$ cat src/rtl/idu_queue_pkg.sv
// Shared decode vocabulary for the instruction queue and execute stage:
// RV opcodes, ALU/compare operation codes and instruction class codes.
package idu_queue_pkg;

    localparam int ALU_OP_W    = 4;
    localparam int COM_OP_W    = 3;
    localparam int INST_CLS_W  = 4;
    localparam int INST_TYPE_W = INST_CLS_W + 3;

    typedef logic [ALU_OP_W-1:0]    alu_op_t;
    typedef logic [COM_OP_W-1:0]    com_op_t;
    typedef logic [INST_TYPE_W-1:0] inst_type_t;

    localparam logic [6:0] OPC_LUI      = 7'b0110111;
    localparam logic [6:0] OPC_AUIPC    = 7'b0010111;
    localparam logic [6:0] OPC_JAL      = 7'b1101111;
    localparam logic [6:0] OPC_JALR     = 7'b1100111;
    localparam logic [6:0] OPC_BRANCH   = 7'b1100011;
    localparam logic [6:0] OPC_LOAD     = 7'b0000011;
    localparam logic [6:0] OPC_STORE    = 7'b0100011;
    localparam logic [6:0] OPC_OP_IMM   = 7'b0010011;
    localparam logic [6:0] OPC_OP       = 7'b0110011;
    localparam logic [6:0] OPC_MISC_MEM = 7'b0001111;
    localparam logic [6:0] OPC_SYSTEM   = 7'b1110011;

    // {1,011} is never produced by OP/OP-IMM, so it is free for "pass rhs".
    localparam alu_op_t ALU_OP_ADD = 4'b0000;
    localparam alu_op_t ALU_OP_RHS = 4'b1011;

    // 010 is not a legal branch funct3, so it is free for "always true".
    localparam com_op_t COM_OP_ONE = 3'b010;

    typedef enum logic [INST_CLS_W-1:0] {
        INST_NONE    = 4'd0,
        INST_ALU_REG = 4'd1,
        INST_ALU_IMM = 4'd2,
        INST_AUIPC   = 4'd3,
        INST_JAL     = 4'd4,
        INST_JALR    = 4'd5,
        INST_BRANCH  = 4'd6,
        INST_LOAD    = 4'd7,
        INST_STORE   = 4'd8,
        INST_FENCE   = 4'd9,
        INST_SYSTEM  = 4'd10
    } inst_cls_e;

    // Low three bits carry the memory access funct3 for loads and stores.
    function automatic inst_type_t mk_inst_type(input inst_cls_e cls, input logic [2:0] f3);
        return {cls, f3};
    endfunction

endpackage

$ cat src/rtl/idu_queue_fifo.sv
// Instruction buffer storage: circular FIFO with wrapping pointers,
// simultaneous push/pop at full, and a flush that empties it.
module inst_fifo #(
    parameter int WIDTH = 64,
    parameter int DEPTH = 4
) (
    input  logic                     clock,
    input  logic                     reset,
    input  logic                     flush,
    input  logic                     push,
    input  logic                     pop,
    input  logic [WIDTH-1:0]         wdata,
    output logic [WIDTH-1:0]         rdata,
    output logic                     full,
    output logic                     empty,
    output logic [$clog2(DEPTH):0]   count
);
    localparam int PW = $clog2(DEPTH);
    localparam int CW = PW + 1;

    logic [PW-1:0]    wr_ptr_q, wr_ptr_d;
    logic [PW-1:0]    rd_ptr_q, rd_ptr_d;
    logic [CW-1:0]    count_q, count_d;
    logic [WIDTH-1:0] mem_q [DEPTH];
    logic [WIDTH-1:0] mem_d [DEPTH];
    logic             do_push, do_pop;

    assign empty   = (count_q == '0);
    assign full    = (count_q == CW'(DEPTH));
    assign do_pop  = pop && !empty;
    // A full buffer still accepts a push when the head leaves this cycle.
    assign do_push = push && (!full || do_pop);
    assign rdata   = mem_q[rd_ptr_q];
    assign count   = count_q;

    always_comb begin
        wr_ptr_d = wr_ptr_q;
        rd_ptr_d = rd_ptr_q;
        count_d  = count_q;
        mem_d    = mem_q;
        if (flush) begin
            wr_ptr_d = '0;
            rd_ptr_d = '0;
            count_d  = '0;
        end else begin
            if (do_push) begin
                mem_d[wr_ptr_q] = wdata;
                wr_ptr_d        = wr_ptr_q + PW'(1);
            end
            if (do_pop) begin
                rd_ptr_d = rd_ptr_q + PW'(1);
            end
            count_d = count_q + CW'(do_push) - CW'(do_pop);
        end
    end

    always_ff @(posedge clock) begin
        if (reset) begin
            wr_ptr_q <= '0;
            rd_ptr_q <= '0;
            count_q  <= '0;
        end else begin
            wr_ptr_q <= wr_ptr_d;
            rd_ptr_q <= rd_ptr_d;
            count_q  <= count_d;
        end
    end

    // Storage carries no reset; stale words are never visible while empty.
    always_ff @(posedge clock) begin
        mem_q <= mem_d;
    end

endmodule

$ cat src/rtl/idu_queue.sv
// Instruction decode queue: buffers fetched instructions and presents the
// combinational decode of the head entry to the execute stage.
module idu_queue
    import idu_queue_pkg::*;
#(
    parameter int XLEN  = 32,
    parameter int DEPTH = 4,
    parameter bit EN_M  = 1'b0
) (
    input  logic                   clock,
    input  logic                   reset,
    input  logic                   flush,
    input  logic                   reqValid,
    output logic                   reqReady,
    input  logic [31:0]            inst_in,
    input  logic [XLEN-1:0]        pc_in,
    output logic                   respValid,
    input  logic                   respReady,
    output logic [XLEN-1:0]        pc,
    output logic [4:0]             rd,
    output logic [4:0]             rs1,
    output logic [4:0]             rs2,
    output logic [XLEN-1:0]        imm,
    output alu_op_t                alu_op,
    output com_op_t                com_op,
    output inst_type_t             inst_type,
    output logic                   mul_div,
    output logic                   illegal,
    output logic [$clog2(DEPTH):0] count
);
    localparam int EW = XLEN + 32;

    // Handshake: a side transfers at a rising edge where its valid and ready
    // are both high; push and pop are independent of each other.
    logic [EW-1:0]      head;
    logic               full, empty, push, pop;
    logic [31:0]        inst;
    logic [6:0]         opcode;
    logic [2:0]         funct3;
    logic [6:0]         funct7;
    logic signed [31:0] imm32;
    logic [31:0]        i_imm;

    assign reqReady  = !full || respReady;
    assign respValid = !empty;
    assign push      = reqValid && reqReady;
    assign pop       = respValid && respReady;

    inst_fifo #(
        .WIDTH (EW),
        .DEPTH (DEPTH)
    ) u_inst_fifo (
        .clock (clock),
        .reset (reset),
        .flush (flush),
        .push  (push),
        .pop   (pop),
        .wdata ({pc_in, inst_in}),
        .rdata (head),
        .full  (full),
        .empty (empty),
        .count (count)
    );

    assign inst  = head[31:0];
    assign pc    = head[EW-1:32];
    assign rd    = inst[11:7];
    assign rs1   = inst[19:15];
    assign rs2   = inst[24:20];
    assign i_imm = {{20{inst[31]}}, inst[31:20]};
    assign imm   = XLEN'(imm32);

    always_comb begin
        opcode    = inst[6:0];
        funct3    = inst[14:12];
        funct7    = inst[31:25];
        imm32     = '0;
        alu_op    = ALU_OP_ADD;
        com_op    = COM_OP_ONE;
        inst_type = mk_inst_type(INST_NONE, 3'b000);
        mul_div   = 1'b0;
        illegal   = 1'b0;
        // Opcodes all end in 2'b11, so a non-32-bit encoding lands in default.
        case (opcode)
            OPC_LUI: begin
                imm32     = {inst[31:12], 12'b0};
                alu_op    = ALU_OP_RHS;
                inst_type = mk_inst_type(INST_ALU_IMM, 3'b000);
            end
            OPC_AUIPC: begin
                imm32     = {inst[31:12], 12'b0};
                inst_type = mk_inst_type(INST_AUIPC, 3'b000);
            end
            OPC_JAL: begin
                imm32     = {{12{inst[31]}}, inst[19:12], inst[20], inst[30:21], 1'b0};
                inst_type = mk_inst_type(INST_JAL, 3'b000);
            end
            OPC_JALR: begin
                imm32     = i_imm;
                inst_type = mk_inst_type(INST_JALR, 3'b000);
            end
            OPC_BRANCH: begin
                imm32     = {{20{inst[31]}}, inst[7], inst[30:25], inst[11:8], 1'b0};
                com_op    = funct3;
                inst_type = mk_inst_type(INST_BRANCH, 3'b000);
                illegal   = (funct3 == 3'b010) || (funct3 == 3'b011);
            end
            OPC_LOAD: begin
                imm32     = i_imm;
                inst_type = mk_inst_type(INST_LOAD, funct3);
                illegal   = (XLEN == 32) ? (funct3 inside {3'b011, 3'b110, 3'b111})
                                         : (funct3 == 3'b111);
            end
            OPC_STORE: begin
                imm32     = {{20{inst[31]}}, inst[31:25], inst[11:7]};
                inst_type = mk_inst_type(INST_STORE, funct3);
                illegal   = (XLEN == 32) ? (funct3 >= 3'b011) : (funct3 >= 3'b100);
            end
            OPC_OP_IMM: begin
                imm32     = i_imm;
                alu_op    = {inst[30] && (funct3 == 3'b101), funct3};
                inst_type = mk_inst_type(INST_ALU_IMM, 3'b000);
                if (funct3 == 3'b001 || funct3 == 3'b101) begin
                    if (XLEN == 64) begin
                        illegal = !(inst[31:26] inside {6'b000000, 6'b010000});
                    end else begin
                        illegal = !(funct7 inside {7'b0000000, 7'b0100000});
                    end
                end
            end
            OPC_OP: begin
                alu_op    = {inst[30] && (funct3 == 3'b000 || funct3 == 3'b101), funct3};
                inst_type = mk_inst_type(INST_ALU_REG, 3'b000);
                mul_div   = EN_M && (funct7 == 7'b0000001);
                illegal   = !((funct7 == 7'b0000000) ||
                              (funct7 == 7'b0100000 && (funct3 == 3'b000 || funct3 == 3'b101)) ||
                              mul_div);
            end
            OPC_MISC_MEM: begin
                imm32     = i_imm;
                inst_type = mk_inst_type(INST_FENCE, 3'b000);
            end
            OPC_SYSTEM: begin
                imm32     = i_imm;
                alu_op    = {funct3[0], funct3[1], 2'b10};
                inst_type = mk_inst_type(INST_SYSTEM, 3'b000);
            end
            default: illegal = 1'b1;
        endcase
        if (illegal) begin
            imm32     = '0;
            inst_type = mk_inst_type(INST_NONE, 3'b000);
            mul_div   = 1'b0;
        end
    end

endmodule

$ cat config.mk
export PLATFORM = sky130hd
export DESIGN_NAME = idu_queue
export DESIGN_NICKNAME = d
export VERILOG_FILES = /design/src/rtl/idu_queue_pkg.sv /design/src/rtl/idu_queue_fifo.sv /design/src/rtl/idu_queue.sv
export SDC_FILE = /design/constraint.sdc
export NUM_CORES = 1
export LEC_CHECK = 0
export ABC_AREA = 1
export BUFFER_PORTS_ARGS = -buffer_cell sky130_fd_sc_hd__buf_2
export CAP_MARGIN = 20
export CORE_MARGIN = 3
export CORE_UTILIZATION = 45
export CTS_BUF_LIST = sky130_fd_sc_hd__clkbuf_16
export DETAILED_ROUTE_END_ITERATION = 8
export PLACE_DENSITY_LB_ADDON = 0.1
export SYNTH_ARGS = -nofsm -noshare
export SYNTH_HDL_FRONTEND = slang
export SYNTH_SLANG_ARGS = --single-unit
$ cat constraint.sdc
create_clock -name clock -period 6.3 [get_ports clock]
set_clock_uncertainty 0.15 [all_clocks]
set_input_delay 0.315 -clock clock [delete_from_list [all_inputs] [get_ports clock]]
set_output_delay 0.315 -clock clock [all_outputs]
set_load 0.1 [all_outputs]
# --- Word-level counts from Yosys, hierarchy flattened ---
# Cells that the tools add are included.
totals:
  reg_bits: 263
  input_bits: 69
  output_inout_bits: 100
  word_cells: 80
op_classes:
  n_addsub: 4
  order_cmp: 4
  eq_ne: 19
  muxes: 14
  n_bitwise: 3
  n_reduce_logical: 29
ops:
  columns: ["operator", "n"]
  rows:
  - ["$bwmux 256", 1]
  - ["$mux 64", 3]
  - ["$pmux 32 s5", 1]
  - ["$bmux 64 s2", 1]
  - ["$demux 64 s2", 1]
  - ["$pmux 7 s10", 1]
  - ["$mux 32", 1]
  - ["$eq 7x6->1 const B", 4]
  - ["$eq 7x7->1 const B", 4]
  - ["$pmux 4 s4", 1]
  - ["$eq 7x5->1 const B", 2]
  - ["$eq 3x3->1 const B", 4]
  - ["$logic_and 1x1->1", 8]
  - ["$eq 7x2->1 const B", 1]
  - ["$eq 7x4->1 const B", 1]
  - ["$logic_not 7->1", 1]
  - ["$mux 7", 1]
  - ["$eq 3x2->1 const B", 2]
  - ["$ge 3x3->1 const B", 2]
  - ["$logic_not 3->1", 2]
  - ["$logic_or 1x1->1", 6]
  - ["$not 2->3", 2]
  - ["$pmux 1 s6", 1]
  - ["$reduce_or 2->1", 3]
  - ["other kinds (15)", 19]

# --- Depth between registers and ports, before layout ---
logic_depth:
  word_depth: 11
  ltp_mapped: 17
  depth_no_buf: 15

# --- Hierarchy ---
# Synthesis repeated with hierarchy kept, for this count alone.
hier_totals:
  cells_unflattened: 979
  hier_area_um2: 11318.4
modules_own_cells:
  columns: ["module", "instances", "cells_each", "area_per_inst_um2", "seq_area_each_um2"]
  rows:
  - ["inst_fifo", 1, 689, 9935.8, 7827.5]
  - ["idu_queue", 1, 290, 1382.6, 0.0]

# --- Least setup slack after synthesis ---
# Ideal clock, no wire load.
synth_path:
  kind: "register to register"
  from: "register u_inst_fifo.count_q[1] (netlist: u_inst_fifo.count[1])"
  to: "register u_inst_fifo.mem_q[0] (netlist bit) (enable)"
  setup_time_ns: 0.486
  t_arrival_ns: 6.124
  required_ns: 5.664
  slack_ns: -0.460
  path_stages_with_launch: 8
  n_path_buf: 0
  synth_period_minus_slack_ns: 6.760
  cell_sequence: "dfxtp_1 > nor2_1 > nand2_1 > nand2_1 > nand3_1 > nand2_1 > or2_2 > nor2_1"
synth_via:
  elab_chain_cells: 7
  elab_cells_between_ends: 11
  classes_between: "1 x eq/ne; 10 x reduce/logical"
synth_lines:
  columns: ["element", "line_no", "text"]
  rows:
  - ["from (decl)", "idu_queue_fifo.sv:23", "logic [CW-1:0] count_q, count_d;"]
  - ["from (signal assigned)", "idu_queue_fifo.sv:65", "count_q <= count_d;"]
  - ["$logic_not 3->1 (*)", "idu_queue_fifo.sv:28", "assign empty = (count_q == '0);"]
  - ["$logic_not 1->1 (*)", "idu_queue.sv:45", "assign respValid = !empty;"]
  - ["named net respValid", "idu_queue.sv:17", "output logic respValid,"]
  - ["$logic_and 1x1->1", "idu_queue.sv:47", "assign pop = respValid && respReady;"]
  - ["$logic_and 1x1->1 (*)", "idu_queue_fifo.sv:30", "assign do_pop = pop && !empty;"]
  - ["$logic_or 1x1->1 (*)", "idu_queue_fifo.sv:32", "assign do_push = push && (!full || do_pop);"]
  - ["$logic_and 1x1->1 (*)", "idu_queue_fifo.sv:32", null]
  - ["$reduce_and 2->1 (no source line) (*)", null, null]
  - ["to (signal assigned)", "idu_queue_fifo.sv:71", "mem_q <= mem_d;"]
  - ["to (decl)", "idu_queue_fifo.sv:24", "logic [WIDTH-1:0] mem_q [DEPTH];"]
# The timed path passes the listed nets; every way through them passes the cells marked *.
# A chain may end at the register's enable or synchronous reset.

# --- Final worst setup path ---
layout_path:
  from: "register u_inst_fifo.rd_ptr_q[0]"
  to: "output imm[29]"
layout_via:
  elab_chain_cells: 11
  elab_cells_between_ends: 41
  classes_between: "1 x order compare; 18 x eq/ne; 7 x mux; 1 x bitwise; 14 x reduce/logical"
layout_lines:
  columns: ["element", "line_no", "text"]
  rows:
  - ["from (decl)", "idu_queue_fifo.sv:22", "logic [PW-1:0] rd_ptr_q, rd_ptr_d;"]
  - ["from (signal assigned)", "idu_queue_fifo.sv:64", "rd_ptr_q <= rd_ptr_d;"]
  - ["$not 2->3 (implied by the code) (*)", "idu_queue_fifo.sv:33", "assign rdata = mem_q[rd_ptr_q];"]
  - ["$bmux 64 s2 (*)", "idu_queue_fifo.sv:33", null]
  - ["$mux 64 (implied by the code) (*) (2 in series)", "idu_queue_fifo.sv:33", null]
  - ["branches (longest 6 deep; another with $eq 7x6->1)", null, null]
  - ["$mux 32 (*)", "idu_queue.sv:150", "if (illegal) begin"]
  - ["to (decl)", "idu_queue.sv:23", "output logic [XLEN-1:0] imm,"]
# Mark *: on every way between the ends. The select of a mux whose other input is x is not followed.

==> summary.md <==
The tools report the total track usage as 0.1902. The library cell used most frequently in the layout, excluding fill and tap cells, is sky130_fd_sc_hd__edfxtp_1. For this run the aggregate overflow at the end of global routing stands at 0. For the worst setup path, the data required time is 5830 ps. The clock root buffer was sky130_fd_sc_hd__clkbuf_16.

For the worst-skew pair, the clock arrives at the later sink with an insertion delay of 540 ps. Synthesis produced 951 cells. The detailed router finished its first iteration with 459 violations. The run gives 1330 ps as the post-route worst setup slack. Detailed routing inserted a total of 7796 vias. The worst setup path is launched from a flip-flop. STA puts the critical path data arrival time at 4510 ps.

The first global-routing pass estimated 40.13 mm of wire. After detailed routing, the wire length on met1 is 11.24 mm. The tools report the share of total power in combinational logic as 0.147.

In the layout the commonest cells are 256 x sky130_fd_sc_hd__edfxtp_1, 186 x sky130_fd_sc_hd__nand2_1, 167 x sky130_fd_sc_hd__buf_2, 135 x sky130_fd_sc_hd__nor2_1, 98 x sky130_fd_sc_hd__o21ai_0. The flow ran to the end, and the final reports show no timing, DRC or antenna violations. For the highest attainable clock frequency, the log shows 0.2012 GHz. The initial antenna violation count is 2, and the proportion of total power due to net switching is 0.2749. In the routed design, unresolved DRC markers number 0. Buffers inserted during clock tree synthesis total 28. For the number of antenna-violating nets in the routed design, the log shows 0. The placed wire-length estimate was 14.89 mm. Setup repair after global routing left no endpoint under its margin. The core region is 23890 um^2. The area of the die was 26610 um^2; the total number of nets in the final design was 1252. The tightest min-delay check is of the in -> reg type.

Final hold analysis gives a worst-case slack of 372.1 ps. The worst-case setup slack after placement is 1948 ps, and the share of synthesized area occupied by flip-flops and latches is 0.7044. The fraction of the mapped netlist area in adder cells works out to 0.008558. The proportion of power drawn by flip-flops and latches came out at 0.499. The static leakage was 5.277 nW; the peak fanout along the critical path was 84. Summed over all nets, wire length on met3 after detailed routing comes to 1.577 mm.

For the number of levels in the clock H-tree, the log shows 1. Wires add up to 25.54 mm. The share of post-route cells with drive strength above 1 came out at 0.2211.

The net switching power of the design came out at 1.094 mW. For this run, the number of Yosys warnings is 0. The TritonCTS sink count came out at 263. The average detailed-routed wire length per instance came out at 16.87 um. The total iterations of the first detailed-routing run is 5. The area growth from synthesis to layout is 23.12%. Entering global routing, the biggest net connects 85 pins. Yosys mapped the design onto 36 distinct sky130hd cell types.

Using the TritonRoute via totals, the vias-per-cell ratio works out to 5.149. The tools report the via count of the first global-routing pass as 7558. For the final number of hold-violating endpoints, the log shows 0. Mean area per synthesized cell: 11.68 um^2. The initialized floorplan defines 56 standard-cell rows. Setup violations remaining at the end of the flow were counted as 0. The design internal power is 2.887 mW. For the finished layout, the period the worst path requires is 4970 ps.

The count of boundary I/O pins was 169. The horizontal die dimension was 163.1 um; the share of synthesized area spent on multiplexers was 0. TritonCTS built the clock tree. The maximum clock insertion buffer count was 3.

The max-slew violation total from the final report is 0. The tools report the tightest slew margin relative to the limit as 0.3059. The setup path with the least slack is of type reg -> out. Post-synthesis share of cell area spent on xor and xnor gates: 0.0007882. The simple-gate share of the synthesized area was 0.1498; the die height was 163.1 um. The run gives 1027 as the number of nets in the synthesized netlist. Compound-cell area share of the yosys netlist: 0.09807.

The combinational family with the most area after synthesis is simple AND/OR/NAND/NOR gates. The clock slew seen by the registers of the worst setup and hold paths was 60 ps; the highest ir drop seen on vdd was 0.0002050 V. Element type at the critical path end: a primary output. The logs give 0.4651 for the effective utilization at floorplan and 0 for the max capacitance violation total.

At the end of routability-driven placement, the weighted congestion stood at 0.8850. The fraction of the cycle the final worst path needs was 0.7889; the clock network power share was 0.354. The flip-flop and latch count after synthesis works out to 263. After detailed routing, no signal wire sits above met5. Power spread over the standard cell area amounts to 291.0 nW/um^2. At the pin with the least slew margin, the transition time is 1041 ps. After detailed routing, the met2 layer carries 12.22 mm of wire.

The count of input and output buffers was 167. The tools report the cell area after technology mapping as 11110 um^2. After clock tree synthesis, the setup repair step added 0 buffers.
layer usage:
metal / track usage / vias to the layer above
li1: - / 3818
met5: 0 / -
met4: 0.04152 / 2
met3: 0.04185 / 41
met2: 0.3230 / 215
met1: 0.2531 / 3720
synthesized netlist by cell type:
library cell / count / share of area
sky130_fd_sc_hd__o22ai_1: 48 / 0.027
sky130_fd_sc_hd__a22oi_1: 1 / 0.00068
sky130_fd_sc_hd__nor2_4: 1 / 0.0010
sky130_fd_sc_hd__clkbuf_1: 29 / 0.0098
sky130_fd_sc_hd__a211oi_1: 1 / 0.00068
sky130_fd_sc_hd__a21oi_1: 5 / 0.0023
sky130_fd_sc_hd__or2_2: 3 / 0.0017
sky130_fd_sc_hd__fa_1: 1 / 0.0018
sky130_fd_sc_hd__nor2_1: 139 / 0.047
sky130_fd_sc_hd__nor3b_1: 1 / 0.00068
sky130_fd_sc_hd__o21ai_0: 98 / 0.044
sky130_fd_sc_hd__xnor2_1: 1 / 0.00079
sky130_fd_sc_hd__nand3_2: 2 / 0.0018
sky130_fd_sc_hd__buf_4: 5 / 0.0034
sky130_fd_sc_hd__dfxtp_1: 7 / 0.013
sky130_fd_sc_hd__inv_1: 37 / 0.012
sky130_fd_sc_hd__nand3_1: 55 / 0.025
sky130_fd_sc_hd__nand2_2: 3 / 0.0017
sky130_fd_sc_hd__nand4_1: 3 / 0.0017
sky130_fd_sc_hd__a21oi_2: 25 / 0.020
sky130_fd_sc_hd__o21ai_1: 1 / 0.00045
sky130_fd_sc_hd__nor3_1: 1 / 0.00045
sky130_fd_sc_hd__o21bai_1: 1 / 0.00068
sky130_fd_sc_hd__o211ai_2: 1 / 0.0011
sky130_fd_sc_hd__ha_1: 6 / 0.0068
sky130_fd_sc_hd__nor4_1: 1 / 0.00056
sky130_fd_sc_hd__nand2_1: 186 / 0.063
sky130_fd_sc_hd__o211ai_1: 1 / 0.00068
sky130_fd_sc_hd__nand4_2: 1 / 0.0011
sky130_fd_sc_hd__nor2_2: 8 / 0.0045
sky130_fd_sc_hd__buf_6: 6 / 0.0061
sky130_fd_sc_hd__buf_2: 11 / 0.0050
sky130_fd_sc_hd__inv_2: 4 / 0.0014
sky130_fd_sc_hd__edfxtp_1: 256 / 0.69
sky130_fd_sc_hd__a21boi_0: 1 / 0.00068
sky130_fd_sc_hd__conb_1: 1 / 0.00034
what timing repair did:
item	CTS	global route
endpoints found under the hold margin	263	0
resized for setup	0	0
hold buffers	69	0
sequential cells by signal, summed over array words and instances (netlist names):
signal	count
u_inst_fifo.count	3
u_inst_fifo.mem_q	256
u_inst_fifo.rd_ptr_q	2
u_inst_fifo.wr_ptr_q	2
logic make-up (layout without fill, tap and decap cells):
kind of cell / after synthesis / after routing
AO/OA/AOI/OAI: 183 / 183
XOR/XNOR: 1 / 1
adder cells (fa/ha/maj): 7 / 7
buffers and inverters: 92 / 335
flip-flops: 263 / 263
other: 1 / 2
AND/OR/NAND/NOR: 404 / 404
critical path, cell delays in order (launching register included):
cell,delay [ps]
sky130_fd_sc_hd__dfxtp_4,870
sky130_fd_sc_hd__inv_4,510
sky130_fd_sc_hd__nand2_1,210
sky130_fd_sc_hd__nand3_1,90
sky130_fd_sc_hd__nand2_1,120
sky130_fd_sc_hd__nand2_1,50
sky130_fd_sc_hd__nor2_1,190
sky130_fd_sc_hd__inv_1,100
sky130_fd_sc_hd__o21ai_0,780
sky130_fd_sc_hd__buf_4,300
sky130_fd_sc_hd__nand3_1,90
sky130_fd_sc_hd__a21oi_2,150
sky130_fd_sc_hd__buf_2,440
stage by stage:
step	util	area (um^2)	TNS [ps]	power [mW]	std cells
after global routing	0.5726	13680	0	4.133	1514
final	0.5726	13680	0	3.981	1514
after detailed placement	0.5102	12190	0	2.577	1396
after floorplan	-	11110	-117840	2.458	951
after CTS	0.5725	13680	0	4.020	1513
after global placement	0.5102	12190	0	2.573	1396
final timing paths:
check	from	cells after the start	endpoint	slack (ps)
setup / recovery	u_inst_fifo.rd_ptr_q[0]	12	imm[29]	1330
hold / removal	pc_in[24]	2	u_inst_fifo.mem_q[184]	370
setup reg to reg	u_inst_fifo.count[1]	8	u_inst_fifo.mem_q[19]	3430
hold reg to reg	u_inst_fifo.wr_ptr_q[0]	2	u_inst_fifo.wr_ptr_q[0]	380
power groups by stage:
stage | clock, mW | sequential, mW | combinational (mW)
after floorplan | 0 | 2.03 | 0.426
after global placement | 0 | 2.02 | 0.552
after CTS | 1.44 | 1.99 | 0.591
final | 1.41 | 1.99 | 0.586
after global routing | 1.52 | 1.99 | 0.627
after detailed placement | 0 | 2.02 | 0.555
area by class of cell:
type / instances / area, um^2
Multi-Input combinational cell: 596 / 2892
Timing Repair Buffer: 246 / 1602
Inverter: 41 / 156.4
Clock inverter: 20 / 96.34
Sequential cell: 263 / 7833
Clock buffer: 28 / 700.7
Tap cell: 319 / 399.1
Fill cell: 2036 / 10210
Antenna cell: 1 / 2.502
No activity file was read; power rests on OpenSTA's default activity.
